## src/rtl/case_stream_conv.sv

```systemverilog
// Streaming multi-lane ASCII case converter: pass/upper/lower/toggle/title modes,
// one registered output slice and a saturating count of modified bytes.
module case_stream_conv #(
   parameter int LANES = 4,
   parameter int CNT_W = 16
) (
   input  logic               clk,
   input  logic               rst_n,
   input  logic [2:0]         mode,
   input  logic               s_valid,
   output logic               s_ready,
   input  logic [8*LANES-1:0] s_data,
   input  logic [LANES-1:0]   s_keep,
   input  logic               s_last,
   output logic               m_valid,
   input  logic               m_ready,
   output logic [8*LANES-1:0] m_data,
   output logic [LANES-1:0]   m_keep,
   output logic               m_last,
   input  logic               clr_count,
   output logic [CNT_W-1:0]   conv_count
);
   localparam int         INC_W       = $clog2(LANES + 1);
   localparam logic [2:0] MODE_UPPER  = 3'd1;
   localparam logic [2:0] MODE_LOWER  = 3'd2;
   localparam logic [2:0] MODE_TOGGLE = 3'd3;
   localparam logic [2:0] MODE_TITLE  = 3'd4;

   logic               m_valid_q, m_valid_d;
   logic [8*LANES-1:0] m_data_q, m_data_d;
   logic [LANES-1:0]   m_keep_q, m_keep_d;
   logic               m_last_q, m_last_d;
   logic [CNT_W-1:0]   cnt_q, cnt_d;
   logic               at_bnd_q, at_bnd_d;
   logic               at_pkt_start_q, at_pkt_start_d;
   logic [2:0]         mode_q, mode_d;

   logic               accept;
   logic [2:0]         eff_mode;
   logic [8*LANES-1:0] conv_data;
   logic [INC_W-1:0]   inc;
   logic               bnd_out;
   logic [CNT_W:0]     cnt_sum;

   // Handshake: a beat moves on s_* when s_valid & s_ready, and on m_* when
   // m_valid & m_ready; the slice accepts whenever it is empty or draining.
   assign s_ready  = rst_n & (~m_valid_q | m_ready);
   assign accept   = s_valid & s_ready;
   assign eff_mode = at_pkt_start_q ? mode : mode_q;

   always_comb begin : conv_comb
      logic       bnd;
      logic [7:0] b;
      logic [7:0] o;
      logic       is_up;
      logic       is_lo;
      bnd       = at_bnd_q;
      b         = '0;
      o         = '0;
      is_up     = 1'b0;
      is_lo     = 1'b0;
      conv_data = '0;
      inc       = '0;
      for (int i = 0; i < LANES; i++) begin
         b     = s_data[8*i +: 8];
         is_up = (b >= 8'h41) && (b <= 8'h5A);
         is_lo = (b >= 8'h61) && (b <= 8'h7A);
         o     = b;
         case (eff_mode)
            MODE_UPPER:  if (is_lo) o = b ^ 8'h20;
            MODE_LOWER:  if (is_up) o = b ^ 8'h20;
            MODE_TOGGLE: if (is_up || is_lo) o = b ^ 8'h20;
            MODE_TITLE:  if ((bnd && is_lo) || (!bnd && is_up)) o = b ^ 8'h20;
            default:     o = b;
         endcase
         // Dropped lanes neither emit data nor advance the word-boundary chain.
         if (s_keep[i]) begin
            conv_data[8*i +: 8] = o;
            if (o != b) inc = inc + INC_W'(1);
            bnd = (b == 8'h20) || (b == 8'h09) || (b == 8'h0A) || (b == 8'h0D);
         end
      end
      bnd_out = bnd;
   end

   always_comb begin
      m_valid_d      = m_valid_q;
      m_data_d       = m_data_q;
      m_keep_d       = m_keep_q;
      m_last_d       = m_last_q;
      at_bnd_d       = at_bnd_q;
      at_pkt_start_d = at_pkt_start_q;
      mode_d         = mode_q;
      cnt_d          = cnt_q;
      cnt_sum        = {1'b0, cnt_q} + (CNT_W+1)'(inc);
      if (accept) begin
         m_valid_d      = 1'b1;
         m_data_d       = conv_data;
         m_keep_d       = s_keep;
         m_last_d       = s_last;
         at_bnd_d       = s_last | bnd_out;
         at_pkt_start_d = s_last;
         if (at_pkt_start_q) mode_d = mode;
      end else if (m_ready) begin
         m_valid_d = 1'b0;
      end
      if (clr_count) begin
         cnt_d = '0;
      end else if (accept) begin
         cnt_d = cnt_sum[CNT_W] ? '1 : cnt_sum[CNT_W-1:0];
      end
   end

   always_ff @(posedge clk) begin
      if (!rst_n) begin
         m_valid_q      <= 1'b0;
         m_data_q       <= '0;
         m_keep_q       <= '0;
         m_last_q       <= 1'b0;
         cnt_q          <= '0;
         at_bnd_q       <= 1'b1;
         at_pkt_start_q <= 1'b1;
         mode_q         <= '0;
      end else begin
         m_valid_q      <= m_valid_d;
         m_data_q       <= m_data_d;
         m_keep_q       <= m_keep_d;
         m_last_q       <= m_last_d;
         cnt_q          <= cnt_d;
         at_bnd_q       <= at_bnd_d;
         at_pkt_start_q <= at_pkt_start_d;
         mode_q         <= mode_d;
      end
   end

   assign m_valid    = m_valid_q;
   assign m_data     = m_data_q;
   assign m_keep     = m_keep_q;
   assign m_last     = m_last_q;
   assign conv_count = cnt_q;
endmodule

```

## config.mk

```make
export PLATFORM = sky130hd
export DESIGN_NAME = case_stream_conv
export DESIGN_NICKNAME = d
export VERILOG_FILES = /design/src/rtl/case_stream_conv.sv
export SDC_FILE = /design/constraint.sdc
export NUM_CORES = 1
export LEC_CHECK = 0
export ABC_AREA = 1
export CAP_MARGIN = 15
export CELL_PAD_IN_SITES_DETAIL_PLACEMENT = 1
export CELL_PAD_IN_SITES_GLOBAL_PLACEMENT = 2
export CORE_MARGIN = 10
export CORE_UTILIZATION = 25
export DETAILED_ROUTE_END_ITERATION = 10
export HOLD_SLACK_MARGIN = 0.05
export PLACE_DENSITY = 0.92
export SKIP_LAST_GASP = 1
export SYNTH_ARGS = -nofsm -noshare
export SYNTH_HDL_FRONTEND = slang
export SYNTH_SLANG_ARGS = --single-unit
export TNS_END_PERCENT = 1
```

## constraint.sdc

```tcl
create_clock -name clk -period 8.25 [get_ports clk]
set_clock_uncertainty 0.15 [all_clocks]
set_input_delay 2.0625 -clock clk [delete_from_list [all_inputs] [get_ports clk]]
set_output_delay 2.0625 -clock clk [all_outputs]
set_load 0.02 [all_outputs]
```

==> metrics <==
status finished, final reports clean; post-synth top area share 35.3%; final WL 12.2 mm; number of I/O pins 100; share of cells above drive strength 1 5.49%; Final period util 88.3%; DRC 0; Final Hold Fails 0; Synthesis Warnings 0; Critical-path top delay cell fa_1; crit path capture type flip-flop; register bit total from synthesis 59; max_cap viols 0; largest net degree at the start of global routing 38; Post-DP HPWL 9.89 mm; Layout area overhead 43.9%; first-pass GRT wire length 19.8 mm; Pint 585 uW; Row Count 42; Worst Hold Class flip-flop to flip-flop; FMAX 137 MHz; Fill cells ~1600; Leak 0.00200 uW; total power 822 uW; Distinct cells, synth 43; Hold Buf Count CTS 0; final worst path period need 7.29 ns; Die Span X 136 microns; Worst-Margin Slew roughly 0.63 ns; Combinational Power Share 20.4%; async set or reset register ratio after synthesis 0%; Finished Layout Cells 795; synthesized area per cell about 6.6 sq um; post-synthesis sequential area ratio 35.3%; total track usage 13.2%; PD cells 170 nW/um^2; Slew Limit Headroom slightly below 60%; Clk network pwr share 42.4%; ys flop type dfxtp_1; Final Max Slew Viols 0; Antenna diodes 0; Vias/cell between 4 and 5; 1st-pass router iterations 4; H-tree depth 3; top post-synthesis cells by area dfxtp_1 (35%), nand2_1 (13%), o21ai_0 (9.1%), inv_1 (8.5%), nor2_1 (5.4%); syn_nets 561; CP max FO 6; Longest Clk Path Bufs 2; clock root cell clkbuf_16; critical path required time around 8.3 ns; ANT nets after route 0; final setup fails 0; Vias 3777; WS Path Type input pin to flip-flop; EDFF count, synth 0; Nets approximately 670; post-CTS setup buffers 0; vias in the first global route between 3000 and 4000; Initial DRC Count 208; most common cell in the synthesized netlist nand2_1; share of power burned in registers 37.2%; Post-Syn Area 3350 sq um; Sw Share approximately 29%; Placed Cells 779; clk_lat worst skew 0.33 ns; Worst setup SP type input pin; initial antenna violation count 0; Critical Path AT 7.36 ns; GP Congestion between 0.8 and 0.9; largest stage delay on the critical path about 0.44 ns; PortBufs 99; Final WS setup 0.962 ns; die area roughly 18000 sq um; Reg clk slew, reported paths 0.05 ns; RSZ-0062 raised after global routing false; CTS tree yes; Core Footprint 13200 sq um; clock buffer count from CTS 9; Max VDD drop ~0.077 mV; Post-synth top cells nand2_1 (115), inv_1 (76), o21ai_0 (61); Net Sw Power 237 uW; area leader, netlist dfxtp_1; TNS Setup 0 ns; Starting Density 25.4%; cts repair resizes 0; Clock Sinks 59; crit-path most repeated cell inv_1; GRT overflow 0; cells after synthesis between 500 and 600; pre-CTS setup slack 0.634 ns; routed len/inst between 15 and 20 microns; chip height 136 microns
[metrics by stage]
| step | util, % | instance area, sq um | hold WS [ns] |
|---|---|---|---|
| finish | 36.5 | 4820 | 0.298 |
| global route | 36.5 | 4820 | 0.318 |
| CTS | 36.5 | 4820 | 0.301 |
| detailed placement | 34.5 | 4550 | 0.290 |
| global placement | 34.5 | 4550 | 0.280 |
| floorplan | - | 3350 | 0.278 |
[power by group through the flow]
| stage | Clock, uW | Combinational [uW] | Sequential (uW) |
|---|---|---|---|
| after floorplan | 0 | 80.5 | 323 |
| after global placement | 0 | 163 | 311 |
| after detailed placement | 0 | 168 | 311 |
| after CTS | 362 | 169 | 306 |
| after global routing | 375 | 187 | 307 |
| final | 349 | 167 | 306 |
[final timing paths]
path	startpoint	endpoint	slack [ns]	cells past startpoint
worst max-delay path	mode[0]	conv_count[10]	0.96	33
worst min-delay path	m_keep[2]	m_keep[2]	0.30	2
worst max register to register	at_pkt_start_q	conv_count[10]	2.56	32
worst min register to register	m_keep[2]	m_keep[2]	0.30	2
[state kept, by name (all words and copies together) (netlist names)]
name / count
at_bnd_q: 1
at_pkt_start_q: 1
conv_count: 16
m_data: 32
m_keep: 4
m_last: 1
m_valid: 1
mode_q: 3
[worst max-delay path, delay by kind of cell]
| family | cells | cell delay (ns) |
|---|---|---|
| multiplexers | 1 | 0.42 |
| AND/OR/NAND/NOR | 12 | 1.69 |
| AO/OA/AOI/OAI | 7 | 0.88 |
| XOR/XNOR | 1 | 0.18 |
| adder cells (fa/ha/maj) | 4 | 1.24 |
| buffers and inverters | 8 | 0.90 |
[final cells by class]
type / instances / area, sq um / area share (%)
multi-input cells: 362 / 1840 / 38.2
flip-flops and latches: 59 / 1180 / 24.5
repair buffers: 100 / 998 / 20.7
inverters: 82 / 308 / 6.38
clock buffers: 14 / 264 / 5.48
well taps: 176 / 220 / 4.57
clock inverters: 2 / 10.0 / 0.208
[per-layer routing]
metal / vias to the layer above / track usage [%] / part of all wire, %
li1: 1896 / - / -
met1: 1788 / 15.1 / 45
met2: 86 / 22.5 / 48
met3: 7 / 5.12 / 6.3
met4: 0 / 3.53 / 0.92
met5: - / 0 / 0
[cell usage in the layout (no fill, tap or decap), drive strengths merged, types with 2 or more instances in the layout]
master / instances
clkinv: 3
nor4: 2
ha: 6
nand2: 121
a32o: 2
a31oi: 11
clkdlybuf4s50: 99
o21ai: 66
a21oi: 26
nor3: 8
nand3: 32
inv: 81
nand4: 9
xor2: 5
nor2: 49
or2: 3
dfxtp: 59
o211ai: 4
clkbuf: 14
a211oi: 2
o31ai: 3
a22o: 3
[logic make-up after synthesis]
| group | after synthesis | synth area share [%] |
|---|---|---|
| adders and majority gates | 7 | 2.84 |
| muxes | 1 | 0.299 |
| and+or+nand+nor | 225 | 29.0 |
| AOI/OAI and AO/OA | 124 | 21.2 |
| DFF | 59 | 35.3 |
| buffers and inverters | 88 | 9.90 |
| xor gates and xnor gates | 5 | 1.53 |
(Power assumes the default switching activity.)
